### src/rtl/calc2_req_issuer_if.sv
`default_nettype none
// =============================================================================
// Module   : calc2_req_issuer_if
// Brief    : Operation, request, response and result bundle of one calc2 port.
// Revision : 1.0
// =============================================================================
interface calc2_req_issuer_if;
  logic        op_valid;
  logic        op_ready;
  logic [3:0]  op_cmd;
  logic [31:0] op_a;
  logic [31:0] op_b;

  logic [3:0]  req_cmd_out;
  logic [31:0] req_data_out;
  logic [1:0]  req_tag_out;

  logic [1:0]  resp_in;
  logic [31:0] resp_data_in;
  logic [1:0]  resp_tag_in;

  logic        res_valid;
  logic [1:0]  res_resp;
  logic [31:0] res_data;
  logic [1:0]  res_tag;
  logic [3:0]  res_cmd;
  logic        spurious_err;
  logic        timeout_err;
  logic [1:0]  timeout_tag;
  logic [3:0]  busy_tags;

  modport slave (
    input  op_valid, op_cmd, op_a, op_b, resp_in, resp_data_in, resp_tag_in,
    output op_ready, req_cmd_out, req_data_out, req_tag_out,
           res_valid, res_resp, res_data, res_tag, res_cmd,
           spurious_err, timeout_err, timeout_tag, busy_tags
  );

  modport master (
    output op_valid, op_cmd, op_a, op_b, resp_in, resp_data_in, resp_tag_in,
    input  op_ready, req_cmd_out, req_data_out, req_tag_out,
           res_valid, res_resp, res_data, res_tag, res_cmd,
           spurious_err, timeout_err, timeout_tag, busy_tags
  );
endinterface
`default_nettype wire

### src/rtl/calc2_req_issuer.sv
`default_nettype none
// =============================================================================
// Module   : calc2_req_issuer
// Brief    : Serializes operations onto the two-cycle calc2 request protocol,
//            allocates/retires the four tags and matches returning responses.
// Revision : 1.0
// =============================================================================
module calc2_req_issuer #(
  parameter int TIMEOUT = 64
) (
  input  wire logic         c_clk,
  input  wire logic         reset,
  calc2_req_issuer_if.slave bus
);
  localparam logic [7:0] AGE_MAX = 8'(TIMEOUT - 1);

  typedef enum logic [0:0] {IDLE = 1'b0, OP2 = 1'b1} state_e;

  state_e      state_q, state_d;
  logic [3:0]  inuse_q, inuse_d;
  logic [3:0]  cmd_mem_q [4];
  logic [3:0]  cmd_mem_d [4];
  logic [7:0]  age_q [4];
  logic [7:0]  age_d [4];
  logic [31:0] opb_q, opb_d;

  logic [3:0]  req_cmd_q, req_cmd_d;
  logic [31:0] req_data_q, req_data_d;
  logic [1:0]  req_tag_q, req_tag_d;
  logic        res_valid_q, res_valid_d;
  logic [1:0]  res_resp_q, res_resp_d;
  logic [31:0] res_data_q, res_data_d;
  logic [1:0]  res_tag_q, res_tag_d;
  logic [3:0]  res_cmd_q, res_cmd_d;
  logic        spurious_q, spurious_d;
  logic        tout_q, tout_d;
  logic [1:0]  tout_tag_q, tout_tag_d;

  logic        ready;
  logic        accept;
  logic        resp_hit;
  logic [1:0]  free_tag;
  logic        exp_any;
  logic [1:0]  exp_tag;

  assign ready    = (state_q == IDLE) && (inuse_q != 4'hF);
  assign accept   = bus.op_valid && ready && (bus.op_cmd != 4'd0);
  assign resp_hit = (bus.resp_in != 2'd0) && inuse_q[bus.resp_tag_in];

  always_comb begin
    state_d     = state_q;
    inuse_d     = inuse_q;
    cmd_mem_d   = cmd_mem_q;
    age_d       = age_q;
    opb_d       = opb_q;
    req_cmd_d   = 4'd0;
    req_data_d  = 32'd0;
    req_tag_d   = 2'd0;
    res_valid_d = 1'b0;
    res_resp_d  = 2'd0;
    res_data_d  = 32'd0;
    res_tag_d   = 2'd0;
    res_cmd_d   = 4'd0;
    spurious_d  = 1'b0;
    tout_d      = 1'b0;
    tout_tag_d  = 2'd0;
    free_tag    = 2'd0;
    exp_any     = 1'b0;
    exp_tag     = 2'd0;

    // Descending scans leave the lowest qualifying index in the result.
    for (int i = 3; i >= 0; i--) begin
      if (!inuse_q[i]) free_tag = 2'(i);
      if (inuse_q[i] && (age_q[i] == AGE_MAX) &&
          !(resp_hit && (bus.resp_tag_in == 2'(i)))) begin
        exp_any = 1'b1;
        exp_tag = 2'(i);
      end
    end

    for (int i = 0; i < 4; i++) begin
      if (inuse_q[i] && (age_q[i] != AGE_MAX)) age_d[i] = age_q[i] + 8'd1;
    end

    if (bus.resp_in != 2'd0) begin
      if (resp_hit) begin
        inuse_d[bus.resp_tag_in] = 1'b0;
        res_valid_d = 1'b1;
        res_resp_d  = bus.resp_in;
        res_data_d  = bus.resp_data_in;
        res_tag_d   = bus.resp_tag_in;
        res_cmd_d   = cmd_mem_q[bus.resp_tag_in];
      end else begin
        spurious_d = 1'b1;
      end
    end

    // Only one expiry is retired per cycle; the others wait saturated.
    if (exp_any) begin
      inuse_d[exp_tag] = 1'b0;
      tout_d           = 1'b1;
      tout_tag_d       = exp_tag;
    end

    case (state_q)
      IDLE: begin
        if (accept) begin
          inuse_d[free_tag]   = 1'b1;
          cmd_mem_d[free_tag] = bus.op_cmd;
          age_d[free_tag]     = 8'd0;
          opb_d               = bus.op_b;
          req_cmd_d           = bus.op_cmd;
          req_data_d          = bus.op_a;
          req_tag_d           = free_tag;
          state_d             = OP2;
        end
      end
      OP2: begin
        req_data_d = opb_q;
        req_tag_d  = req_tag_q;
        state_d    = IDLE;
      end
      default: state_d = IDLE;
    endcase
  end

  always_ff @(posedge c_clk) begin
    if (reset) begin
      state_q     <= IDLE;
      inuse_q     <= 4'd0;
      for (int i = 0; i < 4; i++) begin
        cmd_mem_q[i] <= 4'd0;
        age_q[i]     <= 8'd0;
      end
      opb_q       <= 32'd0;
      req_cmd_q   <= 4'd0;
      req_data_q  <= 32'd0;
      req_tag_q   <= 2'd0;
      res_valid_q <= 1'b0;
      res_resp_q  <= 2'd0;
      res_data_q  <= 32'd0;
      res_tag_q   <= 2'd0;
      res_cmd_q   <= 4'd0;
      spurious_q  <= 1'b0;
      tout_q      <= 1'b0;
      tout_tag_q  <= 2'd0;
    end else begin
      state_q     <= state_d;
      inuse_q     <= inuse_d;
      cmd_mem_q   <= cmd_mem_d;
      age_q       <= age_d;
      opb_q       <= opb_d;
      req_cmd_q   <= req_cmd_d;
      req_data_q  <= req_data_d;
      req_tag_q   <= req_tag_d;
      res_valid_q <= res_valid_d;
      res_resp_q  <= res_resp_d;
      res_data_q  <= res_data_d;
      res_tag_q   <= res_tag_d;
      res_cmd_q   <= res_cmd_d;
      spurious_q  <= spurious_d;
      tout_q      <= tout_d;
      tout_tag_q  <= tout_tag_d;
    end
  end

  assign bus.op_ready     = ready;
  assign bus.req_cmd_out  = req_cmd_q;
  assign bus.req_data_out = req_data_q;
  assign bus.req_tag_out  = req_tag_q;
  assign bus.res_valid    = res_valid_q;
  assign bus.res_resp     = res_resp_q;
  assign bus.res_data     = res_data_q;
  assign bus.res_tag      = res_tag_q;
  assign bus.res_cmd      = res_cmd_q;
  assign bus.spurious_err = spurious_q;
  assign bus.timeout_err  = tout_q;
  assign bus.timeout_tag  = tout_tag_q;
  assign bus.busy_tags    = inuse_q;
endmodule
`default_nettype wire
### src/flat_wrapper.sv
// flat-port wrapper written by rule: the top's interface ports become plain ports
module calc2_req_issuer_flat 
#(
  parameter int TIMEOUT = 64
)
  (c_clk, reset, bus_op_valid, bus_op_cmd, bus_op_a, bus_op_b, bus_resp_in, bus_resp_data_in, bus_resp_tag_in, bus_op_ready, bus_req_cmd_out, bus_req_data_out, bus_req_tag_out, bus_res_valid, bus_res_resp, bus_res_data, bus_res_tag, bus_res_cmd, bus_spurious_err, bus_timeout_err, bus_timeout_tag, bus_busy_tags);
  calc2_req_issuer_if bus_i ();
  input  wire logic c_clk;
  input  wire logic reset;
  input wire logic [$bits(bus_i.op_valid)-1:0] bus_op_valid;
  input wire logic [$bits(bus_i.op_cmd)-1:0] bus_op_cmd;
  input wire logic [$bits(bus_i.op_a)-1:0] bus_op_a;
  input wire logic [$bits(bus_i.op_b)-1:0] bus_op_b;
  input wire logic [$bits(bus_i.resp_in)-1:0] bus_resp_in;
  input wire logic [$bits(bus_i.resp_data_in)-1:0] bus_resp_data_in;
  input wire logic [$bits(bus_i.resp_tag_in)-1:0] bus_resp_tag_in;
  output wire logic [$bits(bus_i.op_ready)-1:0] bus_op_ready;
  output wire logic [$bits(bus_i.req_cmd_out)-1:0] bus_req_cmd_out;
  output wire logic [$bits(bus_i.req_data_out)-1:0] bus_req_data_out;
  output wire logic [$bits(bus_i.req_tag_out)-1:0] bus_req_tag_out;
  output wire logic [$bits(bus_i.res_valid)-1:0] bus_res_valid;
  output wire logic [$bits(bus_i.res_resp)-1:0] bus_res_resp;
  output wire logic [$bits(bus_i.res_data)-1:0] bus_res_data;
  output wire logic [$bits(bus_i.res_tag)-1:0] bus_res_tag;
  output wire logic [$bits(bus_i.res_cmd)-1:0] bus_res_cmd;
  output wire logic [$bits(bus_i.spurious_err)-1:0] bus_spurious_err;
  output wire logic [$bits(bus_i.timeout_err)-1:0] bus_timeout_err;
  output wire logic [$bits(bus_i.timeout_tag)-1:0] bus_timeout_tag;
  output wire logic [$bits(bus_i.busy_tags)-1:0] bus_busy_tags;
  assign bus_i.op_valid = bus_op_valid;
  assign bus_i.op_cmd = bus_op_cmd;
  assign bus_i.op_a = bus_op_a;
  assign bus_i.op_b = bus_op_b;
  assign bus_i.resp_in = bus_resp_in;
  assign bus_i.resp_data_in = bus_resp_data_in;
  assign bus_i.resp_tag_in = bus_resp_tag_in;
  assign bus_op_ready = bus_i.op_ready;
  assign bus_req_cmd_out = bus_i.req_cmd_out;
  assign bus_req_data_out = bus_i.req_data_out;
  assign bus_req_tag_out = bus_i.req_tag_out;
  assign bus_res_valid = bus_i.res_valid;
  assign bus_res_resp = bus_i.res_resp;
  assign bus_res_data = bus_i.res_data;
  assign bus_res_tag = bus_i.res_tag;
  assign bus_res_cmd = bus_i.res_cmd;
  assign bus_spurious_err = bus_i.spurious_err;
  assign bus_timeout_err = bus_i.timeout_err;
  assign bus_timeout_tag = bus_i.timeout_tag;
  assign bus_busy_tags = bus_i.busy_tags;
  calc2_req_issuer #(.TIMEOUT(TIMEOUT)) u_core (.c_clk(c_clk), .reset(reset), .bus(bus_i));
endmodule
### config.mk
export PLATFORM = sky130hd
export DESIGN_NAME = calc2_req_issuer_flat
export DESIGN_NICKNAME = d
export VERILOG_FILES = /design/src/rtl/calc2_req_issuer_if.sv /design/src/rtl/calc2_req_issuer.sv /design/src/flat_wrapper.sv
export SDC_FILE = /design/constraint.sdc
export NUM_CORES = 1
export LEC_CHECK = 0
export CORE_MARGIN = 2
export CORE_UTILIZATION = 46
export CTS_BUF_LIST = sky130_fd_sc_hd__clkbuf_16
export DETAILED_ROUTE_END_ITERATION = 8
export PLACE_DENSITY = 0.8
export SYNTH_ARGS = -nofsm -noshare
export SYNTH_HDL_FRONTEND = slang
export SYNTH_SLANG_ARGS = --single-unit
export TNS_END_PERCENT = 30
### constraint.sdc
create_clock -name c_clk -period 2 [get_ports c_clk]
set_input_delay 0.4 -clock c_clk [delete_from_list [all_inputs] [get_ports c_clk]]
set_output_delay 0.4 -clock c_clk [all_outputs]
set_load 0.005 [all_outputs]
==> summary.md <==
| Metric | Value |
|---|---|
| Seq/Total Area, Yosys | `55.0%` |
| Max-cap viol count | `0` |
| Core Box Area | `13,100 sq um` |
| Seq. cell area | `3370 sq um` |
| Clock transition at path regs | `0.06 ns` |
| Final worst path period share | `95.1%` |
| I/O pin cnt | `195` |
| Syn Nets | `713` |
| Global-route wire length before repair | `about 25,000 um` |
| Max VDD drop | `0.517 mV` |
| CP Launch Type | `flop` |
| Via Count | `around 5,200` |
| Pin count of the biggest net entering global routing | `41` |
| Syn avg cell area | `10.2 sq um` |
| Post-synth EDFFs | `0` |
| Unrepaired setup endpoints after global routing | `false` |
| Max Root-Sink Buffers | `2` |
| Sink Count | `168` |
| Slew @ Worst Pin | `approximately 0.79 ns` |
| Reg power frac | `47.5%` |
| Tot Pwr | `~7.4 mW` |
| Overflow after GRT | `0` |
| Rel. slew slack | `between 40% and 50%` |
| H-tree levels | `4` |
| Die Span X | `around 120 um` |
| P_sw | `1.66 mW` |
| Die footprint | `~14,000 sq um` |
| Drt first pass iters | `4` |
| Hold bufs inserted after CTS | `0` |
| Crit path max fanout | `5` |
| Nets@finish | `927` |
| TritonCTS clock tree | `yes` |
| Area growth from synthesis to layout | `47.5%` |
| Endpoints failing hold | `0` |
| # fillers | `968` |
| Crit. End Element | `flop` |
| FP Rows | `42` |
| Worst clock skew | `0.00691 ns` |
| Ys async rst share | `0%` |
| Clk root buf | `clkbuf_16` |
| Via density | `5.14` |
| Hold Crit Class | `in2reg` |
| Syn Inst Count | `602` |
| Cell taking the most area after synthesis | `dfxtp_1` |
| Antenna Nets Post-Route | `0` |
| Total GRT Usage | `22.2%` |
| Final Slew Violations | `0` |
| Status | `completed` |
| Routed len/inst | `15.8 um` |
| # port buffers | `roughly 190` |
| Global placer's final weighted congestion | `~0.81` |
| Vias in the first global route | `5,093` |
| Cell with the most instances after synthesis | `dfxtp_1` |
| Final instance area | `9020 sq um` |
| Sum of routed wire length over all layers | `15,900 um` |
| Area of the multi-input gates | `2560 sq um` |
| Crit path required time | `between 2 and 2.5 ns` |
| Iteration-0 DRC Markers | `between 300 and 400` |
| Cell Area, Synth | `between 6000 and 7000 sq um` |
| Final number of setup-violating endpoints | `0` |
| Most area-consuming cells after synthesis | `dfxtp_1 (55%), a22o_1 (4.7%), nand2_1 (4.5%), and2_1 (4.2%), a21oi_1 (3.4%)` |
| Area of placed instances | `8420 sq um` |
| Synth unique cells | `56` |
| Initial antenna violation count | `1` |
| Combinational power share | `9.4%` |
| Post-route minimum period | `1.90 ns` |
| Flops & latches, synth | `168` |
| CTS Buf Count | `17` |
| CP Cell Sequence | `ha_1 > or3b_2 > or2_2 > o211ai_1 > o221a_2` |
| CP max-delay cell | `or3b_2` |
| Sw Ratio | `a little under a quarter` |
| Share of the synthesized area in the top cell type | `a little over half` |
| Share of post-route cells with drive strength above 1 | `11.6%` |
| Ys Warns | `0` |
| Max frequency | `0.526 GHz` |
| Antenna diodes | `0` |
| Starting density of the core | `46.6%` |
| Die height | `approximately 120 um` |
| Setup CP Type | `reg2reg` |
| Leakage | `3.41 nW` |
| Main synth FF type | `dfxtp_1` |
| DRC | `0` |
| Cell internal pwr | `roughly 5.7 mW` |
| CP Data Arrival Time | `2.28 ns` |
| PD cells | `817 nW/um^2` |
| Dpl hpwl | `11,300 um` |
| Worst-skew pair later-pin latency | `0.43 ns` |
| CP max stage delay | `0.50 ns` |
| Post-synth top cells | `dfxtp_1 (168), nand2_1 (74), nor2_1 (44), a21oi_1 (42), and2_1 (41)` |
| Clock share of power | `43.1%` |
[worst paths after layout]
path | start | end | slack (ns) | cells after the start
worst max-delay path | u_core.age_q[8] | u_core.bus.busy_tags[3] | 0.1 | 5
worst min register to register | u_core.opb_q[16] | u_core.opb_q[16] | 0.46 | 2
worst max register to register | u_core.age_q[8] | u_core.bus.busy_tags[3] | 0.1 | 5
worst min-delay path | reset | u_core.bus.req_tag_out[0] | 0.42 | 2
[routing by layer]
metal  up-vias  global-route usage (%)  part of all wire [%]  wire length, um
li1       2519                       -                     -                -
met3        33                    6.90                   6.7             1060
met4         2                    8.90                   2.1              340
met2       171                    39.6                    51             8090
met1      2434                    24.7                    40             6360
met5         -                       0                 0.082               13
[what timing repair did]
item                       4_1_cts  5_1_grt
pin swaps                        0        1
setup buffers                    1        0
setup endpoints to repair        2        4
resized for setup                3        3
hold endpoints to repair         0        0
[critical path, delay by kind of cell (launching register included)]
family	cells	cell delay, ns
flip-flops	1	0.35
AO/OA/AOI/OAI	2	0.50
adder cells (fa/ha/maj)	1	0.17
AND/OR/NAND/NOR	2	0.84
[registers in the layout (all words and copies together) (netlist names), 4 cells and up]
register and cells:
u_core.bus.req_data_out 32, u_core.cmd_mem_q 16, u_core.bus.busy_tags 4, u_core.bus.res_cmd 4, u_core.opb_q 32, u_core.bus.req_cmd_out 4
u_core.bus.res_data 32, u_core.age_q 32
[final cells by class]
class	count	area share (%)
multi-input cells	390	28.4
clock buffers	17	4.72
clock inverters	14	1.65
well taps	176	2.44
repair buffers	230	25.1
flip-flops and latches	168	37.3
inverters	9	0.375
[metrics by stage]
| step | hold slack, ns | instances | setup TNS [ns] | utilization [%] | setup WS (ns) |
|---|---|---|---|---|---|
| 6_report | 0.423 | 1004 | 0 | 68.6 | 0.0979 |
| 5_1_grt | 0.438 | 1004 | 0 | 68.6 | 0.00177 |
| 4_1_cts | 0.406 | 1004 | 0 | 68.6 | 0.0194 |
| 3_5_place_dp | 0.450 | 972 | -28.02 | 64.1 | -0.242 |
| 3_3_place_gp | 0.441 | 972 | -23.05 | 64.1 | -0.199 |
| 2_1_floorplan | 0.436 | 602 | 0 | - | 0.180 |
[cells by family after synthesis]
family	after synthesis	share of synthesized area [%]
AO/OA/AOI/OAI	118	13.5
XOR/XNOR	18	2.58
adder cells (fa/ha/maj)	4	0.818
buffers and inverters	44	3.31
flip-flops	168	55.0
multiplexers	26	5.28
AND/OR/NAND/NOR	224	19.5
[power groups by stage]
stage | registers, mW | clock network [mW] | logic (mW)
2_1_floorplan | 3.57 | 0 | 0.258
3_3_place_gp | 3.57 | 0 | 0.675
3_5_place_dp | 3.57 | 0 | 0.688
4_1_cts | 3.50 | 3.23 | 0.699
5_1_grt | 3.51 | 3.36 | 0.747
6_report | 3.50 | 3.18 | 0.696
[placed cells by master (no fill, tap or decap), types with 8 or more instances in the layout]
| cell type | count |
|---|---|
| clkdlybuf4s50_1 | 191 |
| nand3_1 | 8 |
| nor2_1 | 44 |
| buf_4 | 32 |
| xor2_1 | 13 |
| and3_1 | 10 |
| inv_1 | 9 |
| dfxtp_1 | 166 |
| nand2_1 | 74 |
| and2_1 | 41 |
| a22o_1 | 33 |
| a21oi_1 | 42 |
| mux2i_1 | 21 |
| o21ai_0 | 12 |
| clkbuf_16 | 17 |
Note: power is estimated with default switching activity, not from simulation.
